### config.mk
export PLATFORM = sky130hd
export DESIGN_NAME = spi_pixel_receiver
export DESIGN_NICKNAME = d
export VERILOG_FILES = /design/src/rtl/spi_pixel_receiver.sv
export SDC_FILE = /design/constraint.sdc
export NUM_CORES = 1
export LEC_CHECK = 0
export CORE_ASPECT_RATIO = 0.6
export CORE_UTILIZATION = 57
export DETAILED_ROUTE_END_ITERATION = 6
export PLACE_DENSITY = 0.78
export SLEW_MARGIN = 0
export SYNTH_ARGS = -nofsm -noshare
export SYNTH_HDL_FRONTEND = slang
export SYNTH_SLANG_ARGS = --single-unit
export TNS_END_PERCENT = 10
### constraint.sdc
create_clock -name clk -period 4.2 [get_ports clk]
set_input_delay 0.63 -clock clk [delete_from_list [all_inputs] [get_ports clk]]
set_output_delay 0.63 -clock clk [all_outputs]
set_load 0.01 [all_outputs]
### src/rtl/spi_pixel_receiver.sv
// spi_pixel_receiver
//   SPI mode-0 slave that receives grayscale pixel bytes from the MCU.
//   - SCK/MOSI/CS_n are synchronised into clk and bytes are deserialised MSB first.
//   - Completed bytes go through a small FIFO onto a valid/ready pixel stream.
//   - One IMAGE_SIZE-byte frame is tracked per CS session, with frame-done and overflow flags.
//   - MISO echoes the previously completed byte, MSB first.
// Ports
//   clk, rst_n          system clock, asynchronous active-low reset
//   spi_sclk_i          SPI clock (async, <= clk/8)
//   spi_mosi_i          SPI data in (async)
//   spi_cs_n_i          SPI chip select, active low (async)
//   spi_miso_o          echo of the previous byte
//   pix_data_o          head-of-FIFO pixel (0 when empty)
//   pix_valid_o         pix_data_o valid
//   pix_ready_i         consumer accepts the pixel this cycle
//   frame_start_o       1-cycle pulse on a synchronised CS fall
//   frame_done_o        IMAGE_SIZE bytes received this session (held until next CS fall)
//   overflow_o          sticky: a byte was lost because the FIFO was full
//   byte_count_o        bytes accepted into the FIFO this session
module spi_pixel_receiver #(
    parameter int unsigned RGB_SIZE   = 8,
    parameter int unsigned IMAGE_SIZE = 256,
    parameter int unsigned FIFO_DEPTH = 4,
    localparam int unsigned CNT_W     = $clog2(IMAGE_SIZE + 1)
) (
    input  logic                clk,
    input  logic                rst_n,
    input  logic                spi_sclk_i,
    input  logic                spi_mosi_i,
    input  logic                spi_cs_n_i,
    output logic                spi_miso_o,
    output logic [RGB_SIZE-1:0] pix_data_o,
    output logic                pix_valid_o,
    input  logic                pix_ready_i,
    output logic                frame_start_o,
    output logic                frame_done_o,
    output logic                overflow_o,
    output logic [CNT_W-1:0]    byte_count_o
);

    localparam int unsigned PtrW = $clog2(FIFO_DEPTH);
    localparam int unsigned BitW = $clog2(RGB_SIZE);
    localparam logic [PtrW:0] FifoFull = (PtrW + 1)'(FIFO_DEPTH);

    typedef enum logic [1:0] {StIdle, StRecv, StDone} state_e;

    // Synchronisers; the third stage on SCK and CS_n is only for edge detection.
    logic sclk_q1, sclk_q2, sclk_q3;
    logic mosi_q1, mosi_q2;
    logic cs_n_q1, cs_n_q2, cs_n_q3;

    state_e                state_q, state_d;
    logic [RGB_SIZE-1:0]   shift_q, shift_d;
    logic [BitW-1:0]       bit_cnt_q, bit_cnt_d;
    logic                  strobe_q, strobe_d;
    logic [RGB_SIZE-1:0]   last_byte_q, last_byte_d;
    logic [RGB_SIZE-1:0]   echo_q, echo_d;
    logic [CNT_W-1:0]      byte_count_q, byte_count_d;
    logic                  frame_done_q, frame_done_d;
    logic                  overflow_q, overflow_d;
    logic                  frame_start_q, frame_start_d;
    logic [PtrW-1:0]       wr_ptr_q, wr_ptr_d, rd_ptr_q, rd_ptr_d;
    logic [PtrW:0]         count_q, count_d;
    logic [RGB_SIZE-1:0]   mem_q [FIFO_DEPTH];

    logic sclk_rise, sclk_fall, cs_fall, cs_rise, cs_active;
    logic fifo_we, fifo_re, fifo_full;

    assign sclk_rise = sclk_q2 & ~sclk_q3;
    assign sclk_fall = ~sclk_q2 & sclk_q3;
    assign cs_fall   = ~cs_n_q2 & cs_n_q3;
    assign cs_rise   = cs_n_q2 & ~cs_n_q3;
    assign cs_active = ~cs_n_q2;

    assign pix_valid_o = (count_q != '0);
    assign fifo_full   = (count_q == FifoFull);
    assign fifo_re     = pix_valid_o & pix_ready_i;

    always_comb begin
        state_d       = state_q;
        shift_d       = shift_q;
        bit_cnt_d     = bit_cnt_q;
        strobe_d      = 1'b0;
        last_byte_d   = last_byte_q;
        echo_d        = echo_q;
        byte_count_d  = byte_count_q;
        frame_done_d  = frame_done_q;
        overflow_d    = overflow_q;
        frame_start_d = 1'b0;
        fifo_we       = 1'b0;

        if (cs_active && sclk_rise) begin
            shift_d = {shift_q[RGB_SIZE-2:0], mosi_q2};
            if (bit_cnt_q == BitW'(RGB_SIZE - 1)) begin
                bit_cnt_d = '0;
                strobe_d  = 1'b1;
            end else begin
                bit_cnt_d = bit_cnt_q + BitW'(1);
            end
        end

        // The fall that ends a byte (bit_cnt back at 0) must not shift: the echo
        // register has just been reloaded with the next byte to send.
        if (cs_active && sclk_fall && (bit_cnt_q != '0)) begin
            echo_d = {echo_q[RGB_SIZE-2:0], 1'b0};
        end

        if (strobe_q) begin
            last_byte_d = shift_q;
            echo_d      = shift_q;
        end

        unique case (state_q)
            StIdle: begin
                if (cs_fall) begin
                    state_d       = StRecv;
                    frame_start_d = 1'b1;
                    byte_count_d  = '0;
                    overflow_d    = 1'b0;
                    frame_done_d  = 1'b0;
                    bit_cnt_d     = '0;
                    echo_d        = last_byte_q;
                end
            end
            StRecv: begin
                if (strobe_q) begin
                    // A read in the same cycle frees the slot, so a full FIFO can still accept.
                    if (!fifo_full || fifo_re) begin
                        fifo_we      = 1'b1;
                        byte_count_d = byte_count_q + CNT_W'(1);
                        if (byte_count_q == CNT_W'(IMAGE_SIZE - 1)) begin
                            state_d      = StDone;
                            frame_done_d = 1'b1;
                        end
                    end else begin
                        overflow_d = 1'b1;
                    end
                end
                if (cs_rise) begin
                    state_d   = StIdle;
                    bit_cnt_d = '0;
                end
            end
            StDone: begin
                if (cs_rise) begin
                    state_d   = StIdle;
                    bit_cnt_d = '0;
                end
            end
            default: state_d = StIdle;
        endcase

        wr_ptr_d = fifo_we ? wr_ptr_q + PtrW'(1) : wr_ptr_q;
        rd_ptr_d = fifo_re ? rd_ptr_q + PtrW'(1) : rd_ptr_q;
        count_d  = count_q;
        if (fifo_we && !fifo_re) begin
            count_d = count_q + (PtrW + 1)'(1);
        end else if (!fifo_we && fifo_re) begin
            count_d = count_q - (PtrW + 1)'(1);
        end
    end

    always_ff @(posedge clk or negedge rst_n) begin
        if (!rst_n) begin
            sclk_q1       <= 1'b0;
            sclk_q2       <= 1'b0;
            sclk_q3       <= 1'b0;
            mosi_q1       <= 1'b0;
            mosi_q2       <= 1'b0;
            cs_n_q1       <= 1'b1;
            cs_n_q2       <= 1'b1;
            cs_n_q3       <= 1'b1;
            state_q       <= StIdle;
            shift_q       <= '0;
            bit_cnt_q     <= '0;
            strobe_q      <= 1'b0;
            last_byte_q   <= '0;
            echo_q        <= '0;
            byte_count_q  <= '0;
            frame_done_q  <= 1'b0;
            overflow_q    <= 1'b0;
            frame_start_q <= 1'b0;
            wr_ptr_q      <= '0;
            rd_ptr_q      <= '0;
            count_q       <= '0;
        end else begin
            sclk_q1       <= spi_sclk_i;
            sclk_q2       <= sclk_q1;
            sclk_q3       <= sclk_q2;
            mosi_q1       <= spi_mosi_i;
            mosi_q2       <= mosi_q1;
            cs_n_q1       <= spi_cs_n_i;
            cs_n_q2       <= cs_n_q1;
            cs_n_q3       <= cs_n_q2;
            state_q       <= state_d;
            shift_q       <= shift_d;
            bit_cnt_q     <= bit_cnt_d;
            strobe_q      <= strobe_d;
            last_byte_q   <= last_byte_d;
            echo_q        <= echo_d;
            byte_count_q  <= byte_count_d;
            frame_done_q  <= frame_done_d;
            overflow_q    <= overflow_d;
            frame_start_q <= frame_start_d;
            wr_ptr_q      <= wr_ptr_d;
            rd_ptr_q      <= rd_ptr_d;
            count_q       <= count_d;
        end
    end

    // Storage needs no reset: pix_data_o is masked while the FIFO is empty.
    always_ff @(posedge clk) begin
        if (fifo_we) begin
            mem_q[wr_ptr_q] <= shift_q;
        end
    end

    assign pix_data_o    = pix_valid_o ? mem_q[rd_ptr_q] : '0;
    assign spi_miso_o    = echo_q[RGB_SIZE-1];
    assign frame_start_o = frame_start_q;
    assign frame_done_o  = frame_done_q;
    assign overflow_o    = overflow_q;
    assign byte_count_o  = byte_count_q;

endmodule

* After elaboration in Yosys (flattened, before gate mapping)
Memory sizes are Yosys's and may differ from the RTL's. Cells that the tools add are included.
Storage, ports and cells: flip-flop bits (word level) 57, RAM bits 32, output and inout bits 22, memories 1
Operators by class: add/sub/neg operators 6, eq/ne operators 14, muxes and demuxes 40, bitwise operators 9, reduce and logical (&&, ||, !) cells 19
Memory list:
- mem_q | depth 4, width 8, read ports 1, clocked after memory_dff 0, wr ports 1, RTL line 64 | logic [RGB_SIZE-1:0] mem_q [FIFO_DEPTH];
Operators by type and width (number):
- two-way mux 8 bit | 5
- two-way mux 9 bit | 3
- two-way mux 3 bit | 6
- case mux 9 bit (2 select lines) | 1
- two-way mux 1 bit | 15
- two-way mux 2 bit | 6
- inequality test 2 bit (second input constant) | 6
- AND reduction 5 bit | 2
- adder 9 x 1 -> 9 bit (second input constant) | 1
- equality test 9 x 8 -> 1 bit (second input constant) | 1
- inequality test 3 bit (second input constant) | 3
- AND reduction 4 bit | 2
- adder 3 x 1 -> 3 bit (second input constant) | 2
- equality test 3 bit (second input constant) | 2
- case mux 2 bit (3 select lines) | 1
- case mux 3 bit (2 select lines) | 1
- nonzero test 3 bit | 2
- AND 1 bit | 5
- logical AND 1 bit | 5
- adder 2 x 1 -> 2 bit (second input constant) | 2
- inverter 1 bit | 4
- case mux 1 bit (2 select lines) | 2
- nonzero test 2 bit | 2
- zero test 1 bit | 3
- 6 further kinds | 6

* Depth between registers and ports, before layout
Gate-level depths: netlist of run 1.
depth in word-level cells 10, depth in mapped cells 11, gate-level depth less buffers 10

* Least setup slack after synthesis of run 1
OpenSTA, ideal clock, no wires.
path kind register -> register, start point reg state_q[1], end point reg count_q[2], data arrival time 2.215 ns, required time 4.121 ns, slack 1.906 ns, cell stages (with the launch flop) 12, buffers on the path 1, period minus slack after synthesis 2.294 ns, path through dfrtp_1 inv_1 ha_1 buf_2 nand2_1 nor2_1 ha_1 inv_1 fa_1 xor2_1 nor2_1 xor2_1
On the way: cells in the longest elaborated chain, start to end 5
RTL lines:
- start: declaration | RTL line 52 | state_e state_q, state_d;
- start signal: assignment | RTL line 173 | state_q <= StIdle;
- start signal: assignment | RTL line 195 | state_q <= state_d;
- equality test 2 x 1 -> 1 bit * | RTL line 113 | unique case (state_q)
- two-way mux 1 bit * | RTL line 113
- net fifo_we | RTL line 67 | logic fifo_we, fifo_re, fifo_full;
- zero test 1 bit | RTL line 158 | end else if (!fifo_we && fifo_re) begin
- logical AND 1 bit | RTL line 158
- nonzero test 2 bit (no source line)
- end signal: assignment | RTL line 207 | count_q <= count_d;
- end: declaration | RTL line 63 | logic [PtrW:0] count_q, count_d;
The timed path passes the listed nets; every way through them passes the cells marked *. A chain may end at the register's enable or synchronous reset.

* Worst setup path after layout of run 1
start point reg rd_ptr_q[0], end point out pix_data_o[5]
On the way: cells in the longest elaborated chain, start to end 2
RTL lines:
- start: declaration | RTL line 62 | logic [PtrW-1:0] wr_ptr_q, wr_ptr_d, rd_ptr_q, rd_ptr_d;
- start signal: assignment | RTL line 206 | rd_ptr_q <= rd_ptr_d;
- memory (4 x 8 bit)
- two-way mux 8 bit | RTL line 218 | assign pix_data_o = pix_valid_o ? mem_q[rd_ptr_q] : '0;
- end: declaration | RTL line 32 | output logic [RGB_SIZE-1:0] pix_data_o,
Every way passes these cells.

==> run summary, run 1 <==
The die boundary height was 65.8 um. Grouping stages by cell kind, the critical path spends the most delay in flip-flops. The type of the worst setup path was register to output pin. The total placed instance area was 4210 um2. In the synthesized netlist the dominant register cell turns out to be sky130_fd_sc_hd__dfrtp_1.

Among all stages on the critical path, the largest delay is contributed by sky130_fd_sc_hd__dfrtp_1. The tools report the filler-free cell count of the finished design as 404. The final weighted congestion in routability-driven placement came out at 0.753. The number of antenna violations at the first check in global routing was 0; the length of the first detailed-routing pass in iterations was 4.

The total nets after synthesis came out at 306. The count of flip-flops with a built-in enable after synthesis was 32; the sum of internal, switching and leakage power was 2.72 mW. Die span in x: 108 um. Of all nets on the critical path, the largest fanout is 10. Leading area contributor after synthesis: sky130_fd_sc_hd__dfrtp_1. The count of pins on the block boundary is 28. After the last flow step, the layout net total stands at 336.

Counting flops with an async set or reset pin after synthesis yields a share of 64.0%. The number of gates resized after CTS was 0. The total number of yosys warnings is 0, and the number of library cell types mapped by synthesis is 37. The power per cell area is 603 nW/um2. The critical path starts at rd_ptr_q[0]. The analysis attributes to cell leakage a power of 1.86 nW. The hold violation count in the final report was 0. The tightest min-delay check is of the register to register type. After detailed routing, the average wire length per cell comes to 16.8 um. Wire segments on met2 add up to 3.00 mm in the final route. The share of post-route cells with drive strength above 1 came out at 14.4%. The effective utilization at floorplan was 61.1%. The clock net in this run drives a total of 89 sinks. Once detail routing completed, the nets flagged for antenna violations numbered 0. Across all layers, the routed design uses 2290 vias. STA classifies the critical path endpoint as an output pin. The die covers 7130 um2. The worst-case IR drop observed on VDD is 485 uV. The wire length on met1 is 3.41 mm, and the total congestion overflow after global routing is 0. The logs give 4520 um2 for the total non-filler cell area in the finished layout and 0 for the setup violation total in the final timing report.

The area added between synthesis and finish is 16.7%, and the count of state elements after synthesis is 89. For the final database, setup skew stands at 0.00604 ns. STA puts the critical path data required time at 3.57 ns. The fraction of post-synthesis cell area in the top cell type by area is 34.9%, and the average via count per standard cell is 5.67.

Traced cell by cell, the critical path runs through mux4_2 > and2_1 > clkdlybuf4s50_1. The average instance in the mapped netlist occupies 13.6 um2. The uppermost metal layer occupied by signal nets is met4.

The total area inside the core boundary comes to 6330 um2. After layout, the worst setup slack is 1.30 ns. The synthesized netlist cell count was 285. Static timing analysis puts the maximum clock frequency at 345 MHz.

Clock latency on the worst-skew pair, taken at its later pin, is 0.34 ns. The estimated wirelength of the detail-placed design came out at 4.62 mm. Global routing used 22.2% of the available tracks. After the first detailed-routing iteration, the DRC count stood at 104.

The share of the Yosys chip area taken by registers is 61.8%. The antenna diode instance count came out at 0. In the post-synthesis netlist, the cell with the most instances is sky130_fd_sc_hd__dfrtp_1. After detailed routing, the met3 layer carries 306 um of wire. The number of placed instances, taps included, is 388. Ranked by total cell area, the synthesized netlist is headed by sky130_fd_sc_hd__dfrtp_1 35%, sky130_fd_sc_hd__edfxtp_1 25%, sky130_fd_sc_hd__mux2_2 4.9%. The type of origin of the critical path is a register. Max-cap violations in this run came to 0. The startpoint identified for the worst register-to-register timing path is state_q[1]. The final critical-path required period came out at 2.90 ns.

Number of buffers added on ports: 27. The number of slew-limit violations in the final report was 0. Clock tree root driver cell: sky130_fd_sc_hd__clkbuf_16.

Delay of the slowest critical-path stage: 0.70 ns. For the pin with the worst max-slew slack, the measured transition is 0.780 ns. Ranked by instance count, the synthesized netlist is headed by 54 x sky130_fd_sc_hd__dfrtp_1, 32 x sky130_fd_sc_hd__edfxtp_1, 18 x sky130_fd_sc_hd__a21oi_1, 18 x sky130_fd_sc_hd__nor2_1, 17 x sky130_fd_sc_hd__mux2_2. After clock tree synthesis, the setup repair step added 0 buffers. The logs give 1.22 ns for the worst setup slack after placement and 58 for the pin count of the biggest net entering global routing. Counting along the longest clock path gives a buffer depth of 2. In this run, CTS created clock tree buffers numbering 9. The first global-routing pass estimated 11.3 mm of wire. TritonCTS built the clock tree. The startpoint identified for the worst hold timing path is cs_n_q1. The combined buffer and inverter count along the critical path is 1, and the period utilization is 69.1%.

The sum of negative setup slack is 0 ns, and the total number of placement rows is 22. For this run, design rule violations remaining after detail routing come to 0. The logs give 2232 for the number of global-route vias before repair and 0.355 ns for the hold slack.

In this run, post-CTS hold repair placed 0 buffers. The synthesized netlist occupies a cell area of 3870 um2. Setup repair after global routing left no endpoint under its margin. The final standard cell utilization of the core is 71.3%, and the clock-pin slew on the worst setup and hold paths is 0.06 ns. The wire length after detailed routing came out at 6.80 mm. The run finished with clean final reports. The run gives 3 as the total number of H-tree levels. For the worst setup path, the data arrival time is 2.27 ns. The worst slew slack as a fraction of its limit was 47.9%.
## cell usage in the layout (no fill, tap or decap), drive strengths merged
cell type,count
o31ai,2
xor2,2
nor4b,1
and3,1
buf,3
edfxtp,32
or4,2
a32o,1
a211oi,2
mux2,17
or3,4
mux4,8
a22oi,1
nor3b,1
dfstp,3
a221o,1
mux2i,10
and2,13
nand3b,10
inv,13
o21ba,1
nor2b,1
bufinv,2
nand3,6
o21ai,15
nand2b,3
a21oi,18
ha,14
o22ai,2
nor2,18
xnor2,4
clkinv,2
fa,1
nand2,12
a31oi,2
dfrtp,54
clkdlybuf4s50,26
clkbuf,12
## cells by family after synthesis
| logic type | synth area share (%) |
|---|---|
| flip-flops | 61.8 |
| adder cells (fa/ha/maj) | 5.04 |
| buffers and inverters | 2.39 |
| XOR/XNOR | 1.36 |
| multiplexers | 12.2 |
| AND/OR/NAND/NOR | 10.6 |
| AO/OA/AOI/OAI | 6.66 |
## routing by layer
layer | vias up | track usage, %
met5 | - | 0
met4 | 0 | 8.28
met3 | 12 | 6.90
met2 | 51 | 31.4
met1 | 1140 | 32.4
li1 | 1087 | -
## state kept, by name (all words and copies together), names as in the netlist, 2 cells and up
name	count
bit_cnt_q	3
state_q	2
shift_q	8
byte_count_o	9
count_q	3
wr_ptr_q	2
rd_ptr_q	2
mem_q	32
echo_q	8
last_byte_q	8
## cell type report
class	instances	area, um2
flip-flops and latches	89	2390
fillers	444	1810
multi-input cells	173	1390
repair buffers	29	280
clock buffers	12	236
well taps	84	105
clock inverters	4	68.8
inverters	13	48.8
## path summary, 6_finish.rpt
check | endpoint | slack, ns | depth (start not counted)
max | pix_data_o[5] | 1.30 | 3
min | cs_n_q2 | 0.35 | 0
max reg2reg | count_q[2] | 1.46 | 10
min reg2reg | cs_n_q2 | 0.35 | 0
max in group asynchronous | echo_q[4] | 3.31 | 2
min in group asynchronous | echo_q[3] | 0.42 | 2
## report_power, final
group / total [mW] / internal [mW] / switching, mW / leakage (nW)
registers: 1.24 / 1.06 / 0.183 / 1.02
clock network: 0.819 / 0.518 / 0.300 / 0.148
logic: 0.668 / 0.371 / 0.297 / 0.691
Note: power is estimated with default switching activity, not from simulation.
==> inputs of run 2 (changes only) <==
Settings changed: CORE_UTILIZATION 57 to 52, PLACE_DENSITY 0.78 to 0.75.
Clock period 4.2 ns to 2.65 ns, I/O delays scaled along.
==> run summary, run 2 (synthesis gave the netlist of run 1 again) <==
The run finished with clean final reports. For the number of nets still failing antenna checks after routing, the log shows 0 (unchanged). The run gives 28 (unchanged) as the count of pins on the block boundary. The most common cell after layout, fill and taps aside is sky130_fd_sc_hd__dfrtp_1 (unchanged).

The pin count of the biggest net entering global routing is 21 (was 58). The run gives 2.05 ns (was 2.27 ns) as the data arrival time of the critical path. The worst setup slack after placement came out at 0.161 ns (was 1.22 ns). Transition at the pin with the smallest max-transition slack: 0.542 ns (was 0.780 ns).

The estimated wirelength of the detail-placed design was 4.62 mm (about the same). Number of setup buffers added after CTS: 0 (unchanged). The run gives 89 (unchanged) as the count of clock tree sinks. Element type at the critical path end: an output pin (unchanged).

For the leakage power figure, the log shows 1.89 nW (was 1.86 nW). Setup violation total in the final timing report: 0 (unchanged). The share of post-route cells with drive strength above 1 was 15.9% (was 14.4%); the switching power total was 1.23 mW (was 0.780 mW).

The average via count per standard cell was 5.33 (was 5.67). The number of hold buffers added after CTS was 1 (was 0); the final critical-path required period was 2.45 ns. The tools report the clock tree root driver cell as sky130_fd_sc_hd__clkbuf_16 (unchanged). The logs give 28.8% (was 30.0%) for the clock network fraction of total power and 44.8% (was 45.5%) for the fraction of power consumed by sequential logic. For the total placed instance area, the log shows 4280 um2 (was 4210 um2). For the post-cts sizing count, the log shows 0 (unchanged). The hold violation count in the final report was 0 (unchanged); the number of cells on the critical path was 4 (was 3). The run gives 102 (was 104) as the number of design-rule violations left by the first detailed-router iteration. TritonCTS built the clock tree.

Setup repair after global routing left no endpoint under its margin. The area added between synthesis and finish was 18.2% (was 16.7%); the total CTS buffers was 9 (unchanged). The total non-filler cell area in the finished layout came out at 4580 um2 (was 4520 um2). The top fanout value on the critical path was 10 (unchanged). Delay of the slowest critical-path stage: 0.53 ns (was 0.70 ns). The final setup skew was 0.00711 ns (was 0.00604 ns); the sum of internal, switching and leakage power was 4.27 mW (was 2.72 mW). The cell depth of the worst hold path works out to 0 (unchanged).

The die boundary height is 68.8 um (was 65.8 um). The type of origin of the critical path was a register (unchanged). The capture instance of the worst register-to-register path was count_q[2] (unchanged).

For the hold slack, the log shows 0.353 ns (was 0.355 ns). The tools report the residual DRC count as 0 (unchanged). Register with the most flip-flops: mem_q (unchanged). Ordered cell list for the critical path: buf_4 > mux4_2 > and2_1 > clkdlybuf4s50_1 (was mux4_2 > and2_1 > clkdlybuf4s50_1). The total number of H-tree levels was 3 (unchanged); the combined buffer and inverter count along the critical path was 2 (was 1). Length of the first detailed-routing pass in iterations: 5 (was 4). Slowest cell on the critical path: sky130_fd_sc_hd__mux4_2 (was sky130_fd_sc_hd__dfrtp_1). The effective utilization at floorplan was 55.8% (was 61.1%); the number of instances in the placed design was 410 (was 388).

The critical path's top delay family was buffers and inverters (was flip-flops). The wire length after detailed routing is 6.81 mm (was 6.80 mm). Total vias in the final route: 2275 (was 2290). The type of the worst setup path is register to output pin (unchanged). The tools report the largest buffer count on any clock path as 2 (unchanged).

For the number of slew-limit violations in the final report, the log shows 0 (unchanged). The total number of placement rows is 23 (was 22), and the number of buffers added on ports is 27 (unchanged). The filler-free cell count of the finished design came out at 427 (was 404). The tools report the launch point of the worst hold path as mosi_q1 (was cs_n_q1). The post-route worst setup slack is 0.198 ns (was 1.30 ns), and the number of flip-flops in the largest register is 32 (unchanged).

The final standard cell utilization of the core was 66.0% (was 71.3%). The worst IR drop on VDD was 509 uV (was 485 uV). The first-pass GRT wire length is 11.5 mm (was 11.3 mm).

The power per cell area is 932 nW/um2 (was 603 nW/um2), and the number of antenna violations at the first check in global routing is 0 (unchanged). The worst slew slack as a fraction of its limit is 63.7% (was 47.9%), and the die span in x is 113 um (was 108 um). Top library cells by usage in the layout, fill and taps aside: 54 x sky130_fd_sc_hd__dfrtp_1, 32 x sky130_fd_sc_hd__edfxtp_1, 26 x sky130_fd_sc_hd__clkdlybuf4s50_1, 18 x sky130_fd_sc_hd__nor2_1, 18 x sky130_fd_sc_hd__a21oi_1 (unchanged). The layout net count is 343 (was 336), and the cell depth of the worst flop-to-flop path is 10 (unchanged). Cell internal power dissipation: 3.03 mW (was 1.94 mW).

The tools report the floorplan die area as 7800 um2 (was 7130 um2). The routed wirelength normalized by instance count was 16.0 um (was 16.8 um); the clock latency of the later-clocked register in the worst-skew pair was 0.34 ns (about the same). The antenna diode instance count was 0 (unchanged); the final weighted congestion in routability-driven placement was 0.768 (was 0.753). The start of the worst register-to-register path was state_q[1] (unchanged). Sum of negative setup slack: 0 ns (unchanged).

For the setup slack on the worst flop-to-flop path, the log shows 0.33 ns (was 1.46 ns). The clock-pin slew on the worst setup and hold paths works out to 0.06 ns (about the same). The classification of the worst-slack hold path is register to register (unchanged). The area inside the core boundary was 6940 um2 (was 6330 um2). Destination of the worst hold path: mosi_q2 (was cs_n_q2).

The total congestion overflow after global routing is 0 (unchanged). The logs give 2.25 ns (was 3.57 ns) for the endpoint required time on the critical path and 20.3% (was 22.2%) for the overall fraction of global-route tracks in use. The tools report the logic gate share of total power as 26.4% (was 24.5%). For the number of global-route vias before repair, the log shows 2164 (was 2232). The number of max-cap violations is 0 (unchanged), and the net switching share of the total power is 28.9% (was 28.6%). The tools report the highest attainable clock frequency as 408 MHz.

After layout, the worst path uses 92.5% of the clock period.
run 2: cell count changes in the layout (fill, tap and decap cells not counted):
cell,before,now
sky130_fd_sc_hd__dlygate4sd3_1,0,1
sky130_fd_sc_hd__clkinv_1,1,2
sky130_fd_sc_hd__clkbuf_8,0,1
sky130_fd_sc_hd__buf_4,2,8
sky130_fd_sc_hd__clkbuf_1,3,2
sky130_fd_sc_hd__bufinv_16,2,1
run 2: how the worst max path moves through the flow:
| stage | startpoint | to |
|---|---|---|
| after global placement | pix_ready_i | count_q[1] |
| final | rd_ptr_q[0] | pix_data_o[3] |
| after global routing | rd_ptr_q[0] | pix_data_o[3] |
| after CTS | rd_ptr_q[0] | pix_data_o[5] |
| after floorplan | state_q[1] | count_q[2] |
| after detailed placement | pix_ready_i | count_q[1] |
run 2: layout make-up:
| type | instances | area, um2 |
|---|---|---|
| clock buffers | 12 | 246 |
| fillers | 515 | 2360 |
| inverters | 13 | 48.8 |
| clock inverters | 4 | 42.5 |
| multi-input cells | 173 | 1390 |
| repair buffers | 36 | 335 |
| well taps | 100 | 125 |
| flip-flops and latches | 89 | 2390 |
run 2: power groups by stage:
stage / Combinational [mW] / Sequential (mW) / Clock (mW)
after global placement: 1.09 / 1.92 / 0
after detailed placement: 1.12 / 1.93 / 0
final: 1.12 / 1.91 / 1.23
after CTS: 1.13 / 1.91 / 1.26
after floorplan: 0.772 / 1.84 / 0
after global routing: 1.24 / 1.95 / 1.30
run 2: routing by layer:
| metal | global-route usage, % | vias up | wire length (um) |
|---|---|---|---|
| met5 | 0 | - | 0 |
| met4 | 4.93 | 0 | 29 |
| met3 | 7.08 | 4 | 225 |
| met2 | 28.7 | 31 | 2840 |
| met1 | 30.2 | 1142 | 3720 |
| li1 | - | 1098 | - |
==> inputs of run 3 (changes only) <==
Settings changed: SETUP_SLACK_MARGIN set to 0.15.
==> run summary, run 3 (synthesis gave the netlist of run 1 again) <==
Power per cell area: 934 nW/um2 (was 932 nW/um2). Most common cell after layout, fill and taps aside: sky130_fd_sc_hd__dfrtp_1 (unchanged). The effective utilization at floorplan is 55.8% (unchanged).

The area added between synthesis and finish is 18.5% (was 18.2%). Classification of the worst-slack hold path: register to register (unchanged). The final weighted congestion in routability-driven placement was 0.768 (unchanged); the number of antenna violations at the first check in global routing was 0 (unchanged).

The type of the worst setup path is register to output pin (unchanged). The run gives 0 (unchanged) as the setup violation total in the final timing report. The final setup skew was 0.00690 ns (was 0.00711 ns).

The combined buffer and inverter count along the critical path is 2 (unchanged). The length of the first detailed-routing pass in iterations came out at 5 (unchanged). Top library cells by usage in the layout, fill and taps aside: 54 x sky130_fd_sc_hd__dfrtp_1, 32 x sky130_fd_sc_hd__edfxtp_1, 26 x sky130_fd_sc_hd__clkdlybuf4s50_1, 18 x sky130_fd_sc_hd__nor2_1, 18 x sky130_fd_sc_hd__a21oi_1 (unchanged).

The tools report the overall fraction of global-route tracks in use as 20.3% (unchanged). The tools report the data arrival time of the critical path as 2.01 ns (was 2.05 ns). The clock-pin slew on the worst setup and hold paths was 0.06 ns (about the same). The total number of H-tree levels was 3 (unchanged); the area inside the core boundary was 6940 um2 (unchanged). The period utilization came out at 91.0% (was 92.5%). The tools report the clock latency of the later-clocked register in the worst-skew pair as 0.33 ns (was 0.34 ns). The worst IR drop on VDD came out at 508 uV (was 509 uV).

TritonCTS built the clock tree. Total number of placement rows: 23 (unchanged). The number of setup buffers added after CTS was 0 (unchanged); the number of buffers added on ports was 27 (unchanged). The wire length after detailed routing is 6.82 mm (was 6.81 mm).

The logs give 9 (unchanged) for the total CTS buffers and 1390 um2 (about the same) for the area occupied by multi-input gates. The run gives 410 (unchanged) as the number of instances in the placed design. For the number of design-rule violations left by the first detailed-router iteration, the log shows 106 (was 102). The slowest cell on the critical path is sky130_fd_sc_hd__mux4_2 (unchanged). The number of flip-flops in the largest register was 32 (unchanged); the count of clock tree sinks was 89 (unchanged). The type of origin of the critical path was a register (unchanged).

The leakage power figure is 1.89 nW (about the same). The run gives 2390 um2 (unchanged) as the area taken by flip-flops and latches. The count of filler cells inserted in the layout is 514 (was 515), and the die boundary height is 68.8 um (unchanged). The floorplan die area was 7800 um2 (unchanged). The logs give 4.62 mm (unchanged) for the estimated wirelength of the detail-placed design and 21 (unchanged) for the pin count of the biggest net entering global routing. The tools report the filler-free cell count of the finished design as 427 (unchanged).

The critical path's top delay family was buffers and inverters (unchanged). Setup repair after global routing left no endpoint under its margin. The residual DRC count was 0 (unchanged). Count of pins on the block boundary: 28 (unchanged).

The tools report the number of global-route vias before repair as 2164 (unchanged). Sum of negative setup slack: 0 ns (unchanged). The register with the most flip-flops is mem_q (unchanged). For the highest attainable clock frequency, the log shows 415 MHz (was 408 MHz). The logs give 2.25 ns (about the same) for the endpoint required time on the critical path and 11.5 mm (unchanged) for the first-pass GRT wire length. The logs give 343 (unchanged) for the layout net count and 63.7% (about the same) for the worst slew slack as a fraction of its limit. The run gives 0 (unchanged) as the hold violation count in the final report.

The share of post-route cells with drive strength above 1 is 16.2% (was 15.9%). Element type at the critical path end: an output pin (unchanged). Routed wirelength normalized by instance count: 16.0 um (about the same). The run finished with clean final reports.

Number of max-cap violations: 0 (unchanged). The antenna diode instance count came out at 0 (unchanged). The final critical-path required period works out to 2.41 ns (was 2.45 ns).

The total congestion overflow after global routing came out at 0 (unchanged). The transition at the pin with the smallest max-transition slack was 0.542 ns (about the same); the average via count per standard cell was 5.34 (was 5.33). The number of slew-limit violations in the final report was 0 (unchanged). The clock tree root driver cell was sky130_fd_sc_hd__clkbuf_16 (unchanged). The top fanout value on the critical path works out to 10 (unchanged). The tools report the number of nets still failing antenna checks after routing as 0 (unchanged).

The die span in x works out to 113 um (unchanged). The largest buffer count on any clock path is 2 (unchanged), and the total vias in the final route is 2280 (was 2275). The delay of the slowest critical-path stage was 0.52 ns (was 0.53 ns).

Ordered cell list for the critical path: buf_6 > mux4_2 > and2_1 > clkdlybuf4s50_1 (was buf_4 > mux4_2 > and2_1 > clkdlybuf4s50_1).
==> run 3: cell counts in the layout (fill, tap and decap cells not counted) <==
Identical to the previous run, type by type.
==> run 3: worst paths after layout <==
kind,cells after the start,end,slack (ns),startpoint
setup / recovery,4,pix_data_o[3],0.24,rd_ptr_q[0]
hold / removal,0,mosi_q2,0.35,mosi_q1
setup reg to reg,10,count_q[2],0.33,state_q[1]
hold reg to reg,0,mosi_q2,0.35,mosi_q1
max in group asynchronous,3,cs_n_q3,1.47,rst_n
min in group asynchronous,2,bit_cnt_q[0],0.52,rst_n
==> run 3: routing by layer <==
metal	routed length, um	track usage [%]
met1	3680	30.2
met2	2850	28.7
met3	251	7.08
met4	42	4.93
met5	0	0
==> run 3: stage by stage <==
| stage | power (mW) | hold WS, ns | worst slack [ns] | cell area, um2 | util [%] |
|---|---|---|---|---|---|
| 2_1_floorplan | 2.61 | 0.102 | 0.356 | 3870 | - |
| 3_3_place_gp | 3.01 | 0.335 | 0.252 | 4280 | 61.7 |
| 3_5_place_dp | 3.05 | 0.339 | 0.161 | 4280 | 61.7 |
| 4_1_cts | 4.30 | 0.352 | 0.175 | 4580 | 66.0 |
| 5_1_grt | 4.51 | 0.353 | 0.151 | 4580 | 66.1 |
| 6_report | 4.28 | 0.353 | 0.238 | 4580 | 66.1 |
==> run 3: worst reg2reg max path, stage by stage, from the launching register on <==
cell and delay (ns):
sky130_fd_sc_hd__dfrtp_1 0.44, sky130_fd_sc_hd__inv_1 0.10, sky130_fd_sc_hd__ha_1 0.36, sky130_fd_sc_hd__nand2_1 0.09
sky130_fd_sc_hd__nor2_1 0.17, sky130_fd_sc_hd__ha_1 0.22, sky130_fd_sc_hd__inv_1 0.06, sky130_fd_sc_hd__fa_1 0.37
sky130_fd_sc_hd__xor2_1 0.16, sky130_fd_sc_hd__nor2_1 0.12, sky130_fd_sc_hd__xor2_1 0.15
==> run 3: repair_timing <==
item	in CTS	in global routing
resized for setup	0	2
setup endpoints to repair	0	6
hold buffers	1	0
endpoints found under the hold margin	16	0
==> run 3: power breakdown <==
group | switching, mW | leakage (nW) | internal [mW]
combinational | 0.511 | 0.728 | 0.623
sequential | 0.244 | 1.02 | 1.67
clock | 0.481 | 0.142 | 0.748
==> run 3: final cells by class <==
cell class,instances,share of cell area [%]
repair buffers,36,7.40
clock buffers,12,5.38
well taps,100,2.73
clock inverters,4,0.928
inverters,13,1.06
flip-flops and latches,89,52.2
multi-input cells,173,30.3
